File: config.mk
export PLATFORM = sky130hd
export DESIGN_NAME = vout_timing_ctrl
export DESIGN_NICKNAME = d
export VERILOG_FILES = /design/src/rtl/vout_timing_ctrl.sv
export SDC_FILE = /design/constraint.sdc
export NUM_CORES = 1
export LEC_CHECK = 0
export ABC_AREA = 0
export CORE_MARGIN = 2
export CORE_UTILIZATION = 55
export DETAILED_ROUTE_END_ITERATION = 12
export GPL_ROUTABILITY_DRIVEN = 0
export GPL_TIMING_DRIVEN = 0
export PLACE_DENSITY = 0.82
export SLEW_MARGIN = 5
export SYNTH_ARGS = -nofsm -noshare
export SYNTH_HDL_FRONTEND = slang
export SYNTH_SLANG_ARGS = --single-unit
File: constraint.sdc
create_clock -name clk -period 5.15 [get_ports clk]
set_input_delay 1.545 -clock clk [delete_from_list [all_inputs] [get_ports clk]]
set_output_delay 1.545 -clock clk [all_outputs]
set_load 0.01 [all_outputs]
File: src/rtl/vout_timing_ctrl.sv
// Video output timing controller: shadow/active parameter sets with frame-boundary
// commit, plus start/stop sequencing of the timing generator enable.
module vout_timing_ctrl #(
  parameter int HFP_WIDTH     = 8,
  parameter int HSW_WIDTH     = 4,
  parameter int HBP_WIDTH     = 8,
  parameter int HACTIVE_WIDTH = 16,
  parameter int VFP_WIDTH     = 8,
  parameter int VSW_WIDTH     = 4,
  parameter int VBP_WIDTH     = 8,
  parameter int VACTIVE_WIDTH = 16
) (
  input  logic                     clk,
  input  logic                     rst,
  input  logic                     cfg_wr_en,
  input  logic [3:0]               cfg_addr,
  input  logic [15:0]              cfg_wdata,
  input  logic                     cfg_commit,
  input  logic                     start_req,
  input  logic                     stop_req,
  input  logic                     frame_end_i,
  output logic                     cfg_busy_o,
  output logic                     commit_done_o,
  output logic                     cfg_err_o,
  output logic                     timing_en_o,
  output logic                     hpol_o,
  output logic [HFP_WIDTH-1:0]     hfp_o,
  output logic [HSW_WIDTH-1:0]     hsw_o,
  output logic [HBP_WIDTH-1:0]     hbp_o,
  output logic [HACTIVE_WIDTH-1:0] hactive_o,
  output logic [VFP_WIDTH-1:0]     vfp_o,
  output logic [VSW_WIDTH-1:0]     vsw_o,
  output logic [VBP_WIDTH-1:0]     vbp_o,
  output logic [VACTIVE_WIDTH-1:0] vactive_o,
  output logic [1:0]               state_o
);

  localparam logic [1:0] ST_IDLE  = 2'd0;
  localparam logic [1:0] ST_ARM   = 2'd1;
  localparam logic [1:0] ST_RUN   = 2'd2;
  localparam logic [1:0] ST_DRAIN = 2'd3;

  logic [1:0]               state_reg, state_next;
  logic                     pend_reg, pend_next;
  logic                     en_reg, en_next;
  logic                     done_reg, err_reg;
  logic                     copy_now, err_next, wr_ok, shadow_valid, frame_edge;

  logic                     sh_hpol_reg;
  logic [HFP_WIDTH-1:0]     sh_hfp_reg;
  logic [HSW_WIDTH-1:0]     sh_hsw_reg;
  logic [HBP_WIDTH-1:0]     sh_hbp_reg;
  logic [HACTIVE_WIDTH-1:0] sh_hactive_reg;
  logic [VFP_WIDTH-1:0]     sh_vfp_reg;
  logic [VSW_WIDTH-1:0]     sh_vsw_reg;
  logic [VBP_WIDTH-1:0]     sh_vbp_reg;
  logic [VACTIVE_WIDTH-1:0] sh_vactive_reg;

  logic                     act_hpol_reg;
  logic [HFP_WIDTH-1:0]     act_hfp_reg;
  logic [HSW_WIDTH-1:0]     act_hsw_reg;
  logic [HBP_WIDTH-1:0]     act_hbp_reg;
  logic [HACTIVE_WIDTH-1:0] act_hactive_reg;
  logic [VFP_WIDTH-1:0]     act_vfp_reg;
  logic [VSW_WIDTH-1:0]     act_vsw_reg;
  logic [VBP_WIDTH-1:0]     act_vbp_reg;
  logic [VACTIVE_WIDTH-1:0] act_vactive_reg;

  always_comb begin
    shadow_valid = (sh_hactive_reg != '0) && (sh_vactive_reg != '0) &&
                   (sh_hsw_reg != '0) && (sh_vsw_reg != '0);
    wr_ok        = cfg_wr_en && !pend_reg && (cfg_addr <= 4'd8);
    frame_edge   = frame_end_i && ((state_reg == ST_RUN) || (state_reg == ST_DRAIN));
    copy_now     = 1'b0;
    err_next     = 1'b0;
    pend_next    = pend_reg;
    state_next   = state_reg;
    en_next      = en_reg;

    case (state_reg)
      ST_IDLE: begin
        en_next = 1'b0;
        // start wins over a coincident commit; both need a valid shadow set
        if (start_req || cfg_commit) begin
          if (shadow_valid) copy_now = 1'b1;
          else              err_next = 1'b1;
        end
        if (start_req && shadow_valid) state_next = ST_ARM;
      end
      ST_ARM: begin
        state_next = ST_RUN;
        en_next    = 1'b1;
      end
      ST_RUN: begin
        if (stop_req) state_next = ST_DRAIN;
      end
      default: begin
        if (frame_end_i) begin
          state_next = ST_IDLE;
          en_next    = 1'b0;
        end
      end
    endcase

    if (state_reg != ST_IDLE && cfg_commit && !pend_reg) begin
      if (!shadow_valid) err_next = 1'b1;
      else if (frame_edge) copy_now = 1'b1;
      else pend_next = 1'b1;
    end
    if (pend_reg && frame_edge) begin
      copy_now  = 1'b1;
      pend_next = 1'b0;
    end
  end

  always_ff @(posedge clk) begin
    if (rst) begin
      state_reg       <= ST_IDLE;
      pend_reg        <= 1'b0;
      en_reg          <= 1'b0;
      done_reg        <= 1'b0;
      err_reg         <= 1'b0;
      sh_hpol_reg     <= 1'b0;
      sh_hfp_reg      <= '0;
      sh_hsw_reg      <= '0;
      sh_hbp_reg      <= '0;
      sh_hactive_reg  <= '0;
      sh_vfp_reg      <= '0;
      sh_vsw_reg      <= '0;
      sh_vbp_reg      <= '0;
      sh_vactive_reg  <= '0;
      act_hpol_reg    <= 1'b0;
      act_hfp_reg     <= '0;
      act_hsw_reg     <= '0;
      act_hbp_reg     <= '0;
      act_hactive_reg <= '0;
      act_vfp_reg     <= '0;
      act_vsw_reg     <= '0;
      act_vbp_reg     <= '0;
      act_vactive_reg <= '0;
    end else begin
      state_reg <= state_next;
      pend_reg  <= pend_next;
      en_reg    <= en_next;
      done_reg  <= copy_now;
      err_reg   <= err_next;
      if (wr_ok) begin
        case (cfg_addr)
          4'd0:    sh_hfp_reg     <= cfg_wdata[HFP_WIDTH-1:0];
          4'd1:    sh_hsw_reg     <= cfg_wdata[HSW_WIDTH-1:0];
          4'd2:    sh_hbp_reg     <= cfg_wdata[HBP_WIDTH-1:0];
          4'd3:    sh_hactive_reg <= cfg_wdata[HACTIVE_WIDTH-1:0];
          4'd4:    sh_vfp_reg     <= cfg_wdata[VFP_WIDTH-1:0];
          4'd5:    sh_vsw_reg     <= cfg_wdata[VSW_WIDTH-1:0];
          4'd6:    sh_vbp_reg     <= cfg_wdata[VBP_WIDTH-1:0];
          4'd7:    sh_vactive_reg <= cfg_wdata[VACTIVE_WIDTH-1:0];
          default: sh_hpol_reg    <= cfg_wdata[0];
        endcase
      end
      // copy uses pre-edge shadow, so a same-cycle write is not part of it
      if (copy_now) begin
        act_hpol_reg    <= sh_hpol_reg;
        act_hfp_reg     <= sh_hfp_reg;
        act_hsw_reg     <= sh_hsw_reg;
        act_hbp_reg     <= sh_hbp_reg;
        act_hactive_reg <= sh_hactive_reg;
        act_vfp_reg     <= sh_vfp_reg;
        act_vsw_reg     <= sh_vsw_reg;
        act_vbp_reg     <= sh_vbp_reg;
        act_vactive_reg <= sh_vactive_reg;
      end
    end
  end

  assign cfg_busy_o    = pend_reg;
  assign commit_done_o = done_reg;
  assign cfg_err_o     = err_reg;
  assign timing_en_o   = en_reg;
  assign state_o       = state_reg;
  assign hpol_o        = act_hpol_reg;
  assign hfp_o         = act_hfp_reg;
  assign hsw_o         = act_hsw_reg;
  assign hbp_o         = act_hbp_reg;
  assign hactive_o     = act_hactive_reg;
  assign vfp_o         = act_vfp_reg;
  assign vsw_o         = act_vsw_reg;
  assign vbp_o         = act_vbp_reg;
  assign vactive_o     = act_vactive_reg;

endmodule
* Word-level counts from Yosys, hierarchy flattened
Index checks and enable logic that the tools add are counted.
** Word-level totals
- Register bits :: 152
- Bits of input ports :: 27
- Word-level logic and storage cells :: 93
** Cells by class
- $lt $le $gt $ge :: 1
- Equal/unequal tests :: 12
- Multiplexer cells :: 18
- Bitwise gates (word level) :: 3
- Reductions and logical operators :: 36
** Operator list (number)
- nonzero test 16 bit :: 2
- AND reduction 2 bit :: 10
- == test 4 x 3 -> 1 bit, second input constant :: 4
- two-way mux 1 bit :: 13
- nonzero test 4 bit :: 3
- logical AND 1 bit :: 10
- == test 4 x 2 -> 1 bit, second input constant :: 2
- OR reduction 8 bit :: 1
- two-way mux 2 bit :: 3
- case mux 2 bit (3 select lines) :: 1
- AND reduction 3 bit :: 2
- == test 2 bit, second input constant :: 2
- == test 4 x 1 -> 1 bit, second input constant :: 1
- <= comparator 4 bit, second input constant :: 1
- zero test 4 bit :: 1
- inequality test 2 bit, second input constant :: 2
- inverter 1 bit :: 3
- case mux 1 bit (3 select lines) :: 1
- nonzero test 3 bit :: 1
- == test 2 x 1 -> 1 bit, second input constant :: 1
- zero test 2 bit :: 1
- logical OR 1 bit :: 2
- nonzero test 2 bit :: 1
- OR reduction 2 bit :: 1
- zero test 1 bit :: 1

* Logic depth before layout (Yosys ltp)
Gate-level depths: netlist (run 1).
- Depth in word-level cells :: 11
- Mapped depth :: 8

* Worst setup path before layout (run 1)
No wires, ideal clock.
- Kind :: input port to flip-flop
- From :: input port cfg_wr_en
- To :: register sh_vactive_reg[10]
- Library setup time :: 0.128 ns
- Arrival time :: 2.606 ns
- Data required time :: 5.022 ns
- Setup slack :: 2.416 ns
- Cell stages on the path :: 7
- Cells stage by stage :: nand2b_4 nor3b_2 and3_1 buf_4 buf_6 mux2i_1 nor2_1
** Between the ends
- Word-level cells in the longest chain between the ends :: 3
** RTL lines
- start, declared :: RTL line 15 : input logic cfg_wr_en,
- logical AND 1 bit (2 in a row) :: RTL line 72 : wr_ok = cfg_wr_en && !pend_reg && (cfg_addr <= 4'd8);
- AND reduction 2 bit (no line)
- end signal, assigned :: RTL line 156 : 4'd7: sh_vactive_reg <= cfg_wdata[VACTIVE_WIDTH-1:0];
- end, declared :: RTL line 57 : logic [VACTIVE_WIDTH-1:0] sh_vactive_reg;
Every way passes these cells.
A chain may end at the register's enable or synchronous reset.

* Final worst setup path (run 1)
- From :: input port cfg_wr_en
- To :: register sh_vactive_reg[13]
Same word-level chain as after synthesis.

==> results.md, run 1 <==
- The number of flip-flops and latches in the synthesized netlist is 152.
- The switching part of the total power is 0.216.
- The worst-case IR drop observed on VDD is 0.000301 V.
- The CTS tree is yes.
- In the global route stage, met2 resource usage came out at 0.419.
- After routing, the total negative slack on setup checks comes to 0 ns.
- After floorplanning, the core was sized to cover 11400 um2.
- Of the total power, combinational logic draws 0.048.
- The critical path is of the input pin to register type.
- The root cell of the clock tree is sky130_fd_sc_hd__clkbuf_16.
- The maximum level of the CTS H-tree is 4.
- The wire length of the first global-routing pass is about 26 mm.
- The sequential share of power is 0.474.
- The slew at the pin closest to its max-slew limit is 0.606 ns.
- For this run the aggregate overflow at the end of global routing stands at 0.
- The post-synthesis async set-or-reset flop share is 0.
- The length of the first detailed-routing pass in iterations is 5.
- Of the cells placed in the final design, the portion with a size suffix greater than 1 is 0.0561.
- Across every metal layer, demand over resource in global routing totals 0.258.
- The signal on the critical path passes through clkdlybuf4s50_1 > nand2b_4 > nor3b_2 > and3_1 > buf_4 > buf_6 > mux2i_1 > nor2_1.
- Using the TritonRoute via totals, the vias-per-cell ratio works out to 5.36.
- Post-CTS repair changed the size of 0 cells.
- Wires add up to about 16 mm.
- Compared with the post-synthesis result, the final layout area differs by 27.2%.
- The number of hold-repair buffers added at the cts stage is 0.
- In this run the worst path has a maximum fanout of 10.
- The type of the tightest min-delay check is register to register.
- The number of fillers in the final layout is slightly below 900.
- Counting every net in the synthesized netlist gives 701.
- Entering global routing, the biggest net connects 17 pins.
- Clock skew on the completed layout was measured at 0.0103 ns.
- The slowest cell on the critical path is sky130_fd_sc_hd__clkdlybuf4s50_1.
- The most used flip-flop cell after synthesis is sky130_fd_sc_hd__dfxtp_1.
- The number of post-CTS setup repair buffers is 0.
- The final standard cell utilization of the core is 0.716.
- The global routing usage on met1 is 0.325.
- For the finished layout, the period the worst path requires is around 3.1 ns.
- The total number of placement rows is 39.
- The number of endpoints with negative hold slack in the final report was 0.
- The combined area of all synthesized cells is 6430 um2.
- The analysis attributes to net switching a power of 543 uW.
- The most common cell after layout, fill and taps aside is sky130_fd_sc_hd__dfxtp_1.
- The leakage component of the power is 2.65 nW.
- The initial antenna violation count is 0.
- The max-slew violation count is 0.
- The horizontal die dimension is ~110 um.
- The count of buffers inserted at the top-level ports is 100.
- The number of buffers on the longest clock path is 2.
- The I/O pin count is 106.
- The netlist uses 30 different library cells.
- The kind of start point of the critical path is an input pin.
- The clock network latency to the later pin of the worst-skew pair is between 0.4 and 0.5 ns.
- The number of antenna cells inserted is 0.
- Yosys mapped a number of flops with a built-in enable equal to 0.
- The top cell types in the final layout, fill and taps aside, are sky130_fd_sc_hd__dfxtp_1 (152), sky130_fd_sc_hd__nand2b_1 (150), sky130_fd_sc_hd__mux2i_1 (108).
- The cell family contributing the most delay on the critical path is buffers and inverters.
- The Yosys step of the flow raised 0 warnings.
- The die is 112 um tall.
- Dividing the synthesized area by the synthesized cell count gives 9.60 um2.
- The tool flagged a number of max-cap violations equal to 0.
- In the synthesized netlist, the number of instances is 670.
- The flow ran to the end, and the final reports show no timing, DRC or antenna violations.
- STA classifies the critical path endpoint as a register.
- The average wire length per cell after detail routing is 16.7 um.
- The data required time at the worst endpoint is 5.45 ns.
- The arrival time at the worst endpoint is 3.40 ns.
- The maximum frequency from static timing analysis is ~320 MHz.
- The share of total power in the clock network is 0.478.
- The worst pin sits at a relative slew slack of 0.596.
- The final HPWL from detailed placement is 11.5 mm.
- The internal portion of the total power is 1.97 mW.
- The final critical-path share of the clock period is 0.602.
- The floorplan step defined a die boundary enclosing roughly 13000 um2.
- The number of CTS-inserted buffers is 17.
- In the routed design, unresolved DRC markers number 0.
- Setup violations remaining at the end of the flow were counted as 0.
- The met3 usage in global routing is 0.0767.
- The peak per-stage delay on the critical path is 0.50 ns.
- Dividing total power by cell area gives a power density of 307 nW/um2.
- After clock tree synthesis, the clock-pin slew on the worst setup and hold paths is 0.06 ns.
- The share of the Yosys chip area taken by registers is 0.473.
- Setup repair after global routing left no endpoint under its margin.
- The net count reported at finish is 820.
- After global routing, the most crowded layer is met2.
- The number of antenna-violating nets in the routed design is 0.
- The initial utilization of the core area, before any placement, comes to 0.563.
- The count of buffering cells on the critical path with inverters included is 3.
- The clock net sink count is around 150.
- The number of global-route vias before repair is 5115.
- The DRC marker count from the first detailed-route iteration is 306.
- The number of vias in the routed layout is around 5100.
==> synth_stat cells (2+ instances only) <==
cell type	number	area, um2
sky130_fd_sc_hd__buf_12	7	140
sky130_fd_sc_hd__nor4_1	10	62.6
sky130_fd_sc_hd__nor2_1	38	143
sky130_fd_sc_hd__o21ai_0	5	25.0
sky130_fd_sc_hd__a211oi_1	2	15.0
sky130_fd_sc_hd__ha_1	4	50.1
sky130_fd_sc_hd__nand4_1	2	12.5
sky130_fd_sc_hd__inv_1	4	15.0
sky130_fd_sc_hd__clkbuf_1	36	135
sky130_fd_sc_hd__dfxtp_1	152	3040
sky130_fd_sc_hd__nand3_1	41	205
sky130_fd_sc_hd__mux2i_1	108	1080
sky130_fd_sc_hd__buf_4	3	22.5
sky130_fd_sc_hd__nand2_1	46	173
sky130_fd_sc_hd__nand2b_1	150	938
sky130_fd_sc_hd__nor2b_1	4	25.0
sky130_fd_sc_hd__nor3_1	3	15.0
sky130_fd_sc_hd__a21oi_1	42	210
sky130_fd_sc_hd__and3_1	2	12.5
==> worst min-delay path: stages (launching register included) <==
cell	delay, ns
sky130_fd_sc_hd__dfxtp_1	0.31
sky130_fd_sc_hd__nand2_1	0.05
sky130_fd_sc_hd__a21oi_1	0.05
==> cell families (layout without fill, tap and decap cells) <==
group / count (synthesis) / in the layout / synth area share
AOI/OAI and AO/OA: 52 / 52 / 0.0438
adders and majority gates: 4 / 4 / 0.00778
buffers and inverters: 53 / 185 / 0.0518
DFF: 152 / 152 / 0.473
muxes: 108 / 108 / 0.168
and+or+nand+nor: 301 / 301 / 0.255
==> power by group through the flow <==
stage | clock [mW] | sequential (mW) | combinational (mW)
2_1_floorplan | 0 | 1.21 | 0.0693
3_3_place_gp | 0 | 1.21 | 0.117
3_5_place_dp | 0 | 1.21 | 0.119
4_1_cts | 1.21 | 1.19 | 0.120
5_1_grt | 1.26 | 1.19 | 0.130
6_report | 1.20 | 1.19 | 0.121
==> layer usage <==
| metal | wire, um | part of all wire |
|---|---|---|
| met3 | 1220 | 0.077 |
| met4 | 415 | 0.026 |
| met2 | 7230 | 0.46 |
| met1 | 6910 | 0.44 |
| met5 | 0 | 0 |
==> path summary, 6_finish.rpt <==
path                                                      start                              end  slack (ns)  depth (start not counted)
worst min-delay path                 sh_hbp_reg[4]$_SDFFE_PP0P_       sh_hbp_reg[4]$_SDFFE_PP0P_        0.46                          2
worst min register to register       sh_hbp_reg[4]$_SDFFE_PP0P_       sh_hbp_reg[4]$_SDFFE_PP0P_        0.46                          2
worst max register to register  sh_hactive_reg[10]$_SDFFE_PP0P_       vactive_o[14]$_SDFFE_PP0P_        3.19                          7
worst max-delay path                                  cfg_wr_en  sh_vactive_reg[13]$_SDFFE_PP0P_        2.05                          8
==> metrics by stage <==
step | total power, mW | instance area, um2 | hold WS, ns | cells | setup slack (ns)
floorplan | 1.28 | 6430 | 0.437 | 670 | 2.42
global route | 2.58 | 8180 | 0.473 | 945 | 1.96
finish | 2.51 | 8180 | 0.456 | 945 | 2.05
global placement | 1.33 | 7610 | 0.442 | 913 | 1.67
CTS | 2.52 | 8180 | 0.459 | 945 | 2.08
detailed placement | 1.33 | 7610 | 0.451 | 913 | 1.64
==> area by class of cell <==
type	count	area, um2	share of cell area
flip-flops and latches	152	3040	0.372
clock inverters	9	98.8	0.0121
plain buffers	49	318	0.0389
repair buffers	100	1000	0.122
clock buffers	23	468	0.0572
multi-input cells	465	3050	0.374
inverters	4	15.0	0.00184
well taps	143	179	0.0219
Power figures use the tool's default switching activity.
==> inputs of run 2 (changes only) <==
--- a/config.mk
+++ b/config.mk
@@ -7,11 +7,11 @@
 export LEC_CHECK = 0
 export ABC_AREA = 0
 export CORE_MARGIN = 2
-export CORE_UTILIZATION = 55
+export CORE_UTILIZATION = 53
 export DETAILED_ROUTE_END_ITERATION = 12
 export GPL_ROUTABILITY_DRIVEN = 0
 export GPL_TIMING_DRIVEN = 0
-export PLACE_DENSITY = 0.82
+export PLACE_DENSITY = 0.79
 export SLEW_MARGIN = 5
 export SYNTH_ARGS = -nofsm -noshare
 export SYNTH_HDL_FRONTEND = slang
==> constraint.sdc (replaced) <==
create_clock -name clk -period 3.2 [get_ports clk]
set_input_delay 0.96 -clock clk [delete_from_list [all_inputs] [get_ports clk]]
set_output_delay 0.96 -clock clk [all_outputs]
set_load 0.01 [all_outputs]
==> run 2 against run 1 <==
Net effect:
- clock-buffer cell count stayed put
- combinational power grew 62%
- final cell count rose by 0.32%
- setup slack lost 1.4 ns
- critical path depth is the same
- hold slack better by 0.0024 ns
- sequential share of layout area down 0.27 points
- global-route usage hardly changed
- first-iteration DRC count is 16% higher
- sequential power is 61% higher
- via count up 0.87%
- largest power group unchanged
==> results.md, run 2 (synthesis gave the netlist of run 1 again) <==
- The run finished with clean final reports.
- Across the run, the number of max-cap violations was 0.
- The length of the first detailed-routing pass in iterations is 5.
- The sort of element at the end of the critical path is a register.
- The final non-filler cell total is about 950.
- The maximum net fanout on the critical path is 10.
- After detailed routing, the average wire length per cell comes to 17.0 um.
- The arrival time at the worst endpoint is 2.80 ns.
- The count of buffers inserted at the top-level ports is 100.
- The wire length of the first global-routing pass is about 26 mm.
- The die outline height is 114 um.
- The finished cells cover 8240 um2.
- After detailed routing, the number of remaining DRC violations is 0.
- The routed via count divided by cell count is 5.39.
- The largest individual stage delay along the critical path comes from the cell sky130_fd_sc_hd__clkdlybuf4s50_1.
- Data on the critical path is required at its endpoint by 3.49 ns.
- The max-slew violation count is 0.
- For this design the ratio of total power to cell area is 513 nW/um2.
- The floorplan has 40 rows.
- Counting tap cells, the placed design contains a total of 917 instances.
- Setup repair after global routing left no endpoint under its margin.
- The setup TNS is 0 ns.
- The number of hold-repair buffers added at the cts stage is 0.
- For this block, the routed nets add up to 16.1 mm of wire.
- In the layout the commonest cells are sky130_fd_sc_hd__dfxtp_1 (152), sky130_fd_sc_hd__nand2b_1 (150), sky130_fd_sc_hd__mux2i_1 (108).
- Leaving out fill and tap cells, the most frequent cell in the layout is sky130_fd_sc_hd__dfxtp_1.
- Together, buffers and inverters on the worst path number 3.
- The critical path class is input pin to register.
- The number of endpoints with negative hold slack in the final report came to 0.
- The DRC marker count from the first detailed-route iteration is 355.
- The maximum level of the CTS H-tree is 4.
- The number of buffers on the longest clock path is 2.
- The slew at the pin closest to its max-slew limit is 0.633 ns.
- The net count of the finished layout is 820.
- Entering global routing, the biggest net connects 17 pins.
- TritonCTS built the clock tree.
- The routed layout has 5113 vias.
- The leakage component of the power is 2.68 nW.
- The kind of start point of the critical path is an input pin.
- The tightest min-delay check is of the register to register type.
- The final worst clock skew is 0.00850 ns.
- Clock-pin slew was measured on the worst setup and hold paths at 0.06 ns.
- Clock tree synthesis selected as its root buffer the cell sky130_fd_sc_hd__clkbuf_16.
- The clock network latency to the later pin of the worst-skew pair is 0.42 ns.
- After filler insertion, the fill cell instance count of the layout stands at 928.
- The initial antenna violation count is 0.
- At the end of the flow the core is filled with cells to 0.691.
- Setup violations remaining at the end of the flow were counted as 0.
- The final critical-path share of the clock period is 0.783.
- The starting utilization of the core area is 0.540.
- The peak per-stage delay on the critical path is 0.50 ns.
- The total area inside the core boundary comes to 11900 um2.
- After legalization and detailed placement, the total HPWL measured 11.4 mm.
- The area growth from synthesis to final layout is 28.1%.
- Across the VDD grid, the largest voltage drop is 0.000342 V.
- The number of gates resized after CTS was 0.
- The maximum frequency from static timing analysis is 399 MHz.
- The shortest clock period the worst path allows after layout is 2.50 ns.
- The I/O pin count is 106.
- Global routing finished with a remaining overflow of 0.
- The die covers 13000 um2.
- The number of post-CTS setup repair buffers is 0.
- Measured along the x axis, the die boundary spans 114 um.
- In the final layout, the share of cells above drive strength 1 is 0.0562.
- The number of global-route vias before repair is 5026.
- The number of antenna cells inserted is 0.
- The number of antenna-violating nets in the routed design is 0.
- The largest delay contributor family on the critical path is buffers and inverters.
- For this run, the total global-route usage over all layers was measured as 0.258.
- The signal on the critical path passes through clkdlybuf4s50_1 > nand2b_4 > nor3b_2 > and3_1 > buf_4 > buf_6 > mux2i_1 > nor2_1.
- The post-place instance area is 7610 um2.
- The clock net sink count is between 150 and 200.
- The relative slew slack is 0.578.
- TritonCTS created 17 clock buffers.
run 2: cell count changes in the layout (fill, tap and decap cells not counted), sizes merged:
cell    previous run  this run
bufinv             2         4
clkinv             7         4
run 2: metrics by stage:
| stage | total power [mW] | setup slack, ns | hold WS (ns) |
|---|---|---|---|
| final | 4.22 | 0.695 | 0.458 |
| after detailed placement | 2.15 | 0.286 | 0.452 |
| after CTS | 4.23 | 0.700 | 0.460 |
| after floorplan | 2.06 | 1.05 | 0.437 |
| after global placement | 2.14 | 0.302 | 0.442 |
| after global routing | 4.35 | 0.594 | 0.483 |
run 2: worst paths after layout:
kind | end | slack (ns) | cells after the start | startpoint
min | sh_hbp_reg[0]$_SDFFE_PP0P_ | 0.46 | 2 | sh_hbp_reg[0]$_SDFFE_PP0P_
max | sh_vactive_reg[11]$_SDFFE_PP0P_ | 0.70 | 8 | cfg_wr_en
max reg2reg | vbp_o[3]$_SDFFE_PP0P_ | 1.12 | 7 | sh_hactive_reg[7]$_SDFFE_PP0P_
min reg2reg | sh_hbp_reg[0]$_SDFFE_PP0P_ | 0.46 | 2 | sh_hbp_reg[0]$_SDFFE_PP0P_
run 2: cell type report:
type,instances,area [um2],share of cell area
Inverter,4,15.0,0.00182
Sequential cell,152,3040,0.369
Buffer,49,318,0.0386
Multi-Input combinational cell,465,3050,0.371
Clock buffer,23,478,0.0580
Timing Repair Buffer,100,1000,0.122
Clock inverter,8,144,0.0175
Tap cell,147,184,0.0223
run 2: report_power, final:
group | total [mW] | internal (mW) | switching (mW)
clock network | 2.11 | 1.36 | 0.750
registers | 1.91 | 1.91 | 0.00908
logic | 0.196 | 0.0824 | 0.114
total | 4.22 | 3.35 | 0.874
run 2: tightest hold or removal path, stage by stage (launching register included):
cell and delay (ns):
sky130_fd_sc_hd__dfxtp_1 0.31, sky130_fd_sc_hd__nand2_1 0.05, sky130_fd_sc_hd__a21oi_1 0.05
run 2: metal layers:
layer	track usage	wire, um	up-vias
li1	-	-	2468
met1	0.333	7220	2419
met2	0.413	7560	193
met3	0.0741	980	33
met4	0.0951	368	0
met5	0	0	-
==> inputs of run 3 (changes only) <==
==> constraint.sdc (replaced) <==
create_clock -name clk -period 2.4 [get_ports clk]
set_input_delay 0.72 -clock clk [delete_from_list [all_inputs] [get_ports clk]]
set_output_delay 0.72 -clock clk [all_outputs]
set_load 0.01 [all_outputs]
==> results of run 3 <==
Same layout as run 2 (identical final DEF). Status: finished clean.
Main changes from that run: setup slack after placement 0.286 ns -> -0.274 ns; setup slack after layout 0.695 ns -> 0.135 ns; register-to-register setup slack 1.12 ns -> 0.32 ns; total power 4.22 mW -> 5.63 mW; worst IR drop on VDD 0.000342 V -> 0.000456 V
==> variant (settings of run 1) <==
Change the parameter `HSW_WIDTH` from 4 to 5.
--- a/src/rtl/vout_timing_ctrl.sv
+++ b/src/rtl/vout_timing_ctrl.sv
@@ -3,5 +3,5 @@
 module vout_timing_ctrl #(
   parameter int HFP_WIDTH     = 8,
-  parameter int HSW_WIDTH     = 4,
+  parameter int HSW_WIDTH     = 5,
   parameter int HBP_WIDTH     = 8,
   parameter int HACTIVE_WIDTH = 16,
Ports: changed (resized hsw_o); port bits go from 106 to 107. No check against the original RTL was run, so the function may have changed too.
==> variant against run 1 <==
- power increased by 4.1%
- critical path depth is 3 lower
- routed wire length shrank 4.4%
- cell area shrank 11%
- utilization is 3.3 points higher
- worst setup slack worse by 0.016 ns
- synthesized area is 15% lower
- clock power rose by 8%
- sequential cell count up 2
- combinational power decreased by 9%
- sequential share of layout area grew 5.3 points
- first-iteration DRC count rose by 9.5%
- critical path type unchanged
==> variant: results (changes against run 1) <==
\begin{tabular}{lr}
\hline
Metric & Value \\
\hline
\multicolumn{2}{l}{\textbf{Run status}} \\
\quad Result of the run & finished clean \\
\multicolumn{2}{l}{\textbf{Global route}} \\
\quad Met2 global-route usage & 44.5\% (+2.6 points) \\
\quad Via count of the first global-routing pass & 4607 (-9.9\%) \\
\quad Met1 Usage GRT & 35.4\% (+2.8 points) \\
\multicolumn{2}{l}{\textbf{Placement}} \\
\quad Post-detail-place hpwl & 10100 µm (-12\%) \\
\quad Number of cells after detailed placement & 758 (-17\%) \\
\multicolumn{2}{l}{\textbf{Drt}} \\
\quad DRT Pass-1 Iters & 7 (+2) \\
\quad Detailed-routed wire length on met2 & 7020 µm (-2.9\%) \\
\quad Detailed-routing wirelength on met1 & 6260 µm (-9.3\%) \\
\multicolumn{2}{l}{\textbf{Synth}} \\
\quad Sequential-to-total area share from yosys stat & 56.6\% (+9.3 points) \\
\quad Fraction of the mapped netlist area in compound gates & 16.9\% (+13 points) \\
\quad Synth Area in Adders & 0.918\% (+0.14 points) \\
\quad Mapped Nets & 554 (-21\%) \\
\quad Cell variety after synth & 34 (+13\%) \\
\quad Synthesized instance count & 523 (-22\%) \\
\quad Commonest cells in the netlist & sky130\_fd\_sc\_hd\_\_dfxtp\_1, sky130\_fd\_sc\_hd\_\_a22o\_1, sky130\_fd\_sc\_hd\_\_nand2\_1 \\
\quad Largest cells by area after synthesis & sky130\_fd\_sc\_hd\_\_dfxtp\_1, sky130\_fd\_sc\_hd\_\_a22o\_1, sky130\_fd\_sc\_hd\_\_mux2i\_1, sky130\_fd\_sc\_hd\_\_a21oi\_1, sky130\_fd\_sc\_hd\_\_nand3\_1 \\
\multicolumn{2}{l}{\textbf{Cells and area}} \\
\quad Share of the final layout cell area in sequential cells & 42.5\% (+5.3 points) \\
\quad Post-route design area & 0.00725 mm² (-11\%) \\
\quad Share of final layout cell area taken by clock buffers and inverters & 8.52\% (+1.6 points) \\
\quad Multi-input gate share of total cell area & 28.9\% (-8.5 points) \\
\quad Number of inverters outside the clock class in the layout & 3 (-1) \\
\quad Proportion of final cell area spent on non-clock buffers & 17.6\% (+1.5 points) \\
\multicolumn{2}{l}{\textbf{Setup path}} \\
\quad Arrival time of data at the critical path endpoint & 3.52 ns (+0.12 ns) \\
\quad Largest stage delay on the critical path & 0.56 ns (+0.06 ns) \\
\multicolumn{2}{l}{\textbf{Power}} \\
\quad Power consumption & 2620 µW (+4.1\%) \\
\quad Fraction of power consumed by sequential logic & 46.1\% (-1.3 points) \\
\quad Sw Ratio & 21.6\% (-0.060 points) \\
\multicolumn{2}{l}{\textbf{Clock network}} \\
\quad Worst-skew pair later-pin latency & 0.54 ns (+0.11 ns) \\
\hline
\end{tabular}
-- variant: changes by cell type after synthesis, moves of 5 or more --
cell / change
sky130_fd_sc_hd__a22o_1: +74
sky130_fd_sc_hd__buf_12: -7
sky130_fd_sc_hd__buf_4: +5
sky130_fd_sc_hd__buf_6: +7
sky130_fd_sc_hd__clkbuf_1: -19
sky130_fd_sc_hd__mux2i_1: -73
sky130_fd_sc_hd__nand2b_1: -145
-- variant: worst paths after layout --
| path | startpoint | endpoint | slack [ns] | cells after the start |
|---|---|---|---|---|
| worst max-delay path | rst | sh_hpol_reg$_SDFFE_PP0P_ | 2.03 | 5 |
| worst min-delay path | sh_hbp_reg[6]$_SDFFE_PP0P_ | sh_hbp_reg[6]$_SDFFE_PP0P_ | 0.47 | 2 |
| worst max register to register | state_o[0]$_SDFFE_PP0P_ | vsw_o[1]$_SDFFE_PP0P_ | 2.90 | 9 |
| worst min register to register | sh_hbp_reg[6]$_SDFFE_PP0P_ | sh_hbp_reg[6]$_SDFFE_PP0P_ | 0.47 | 2 |
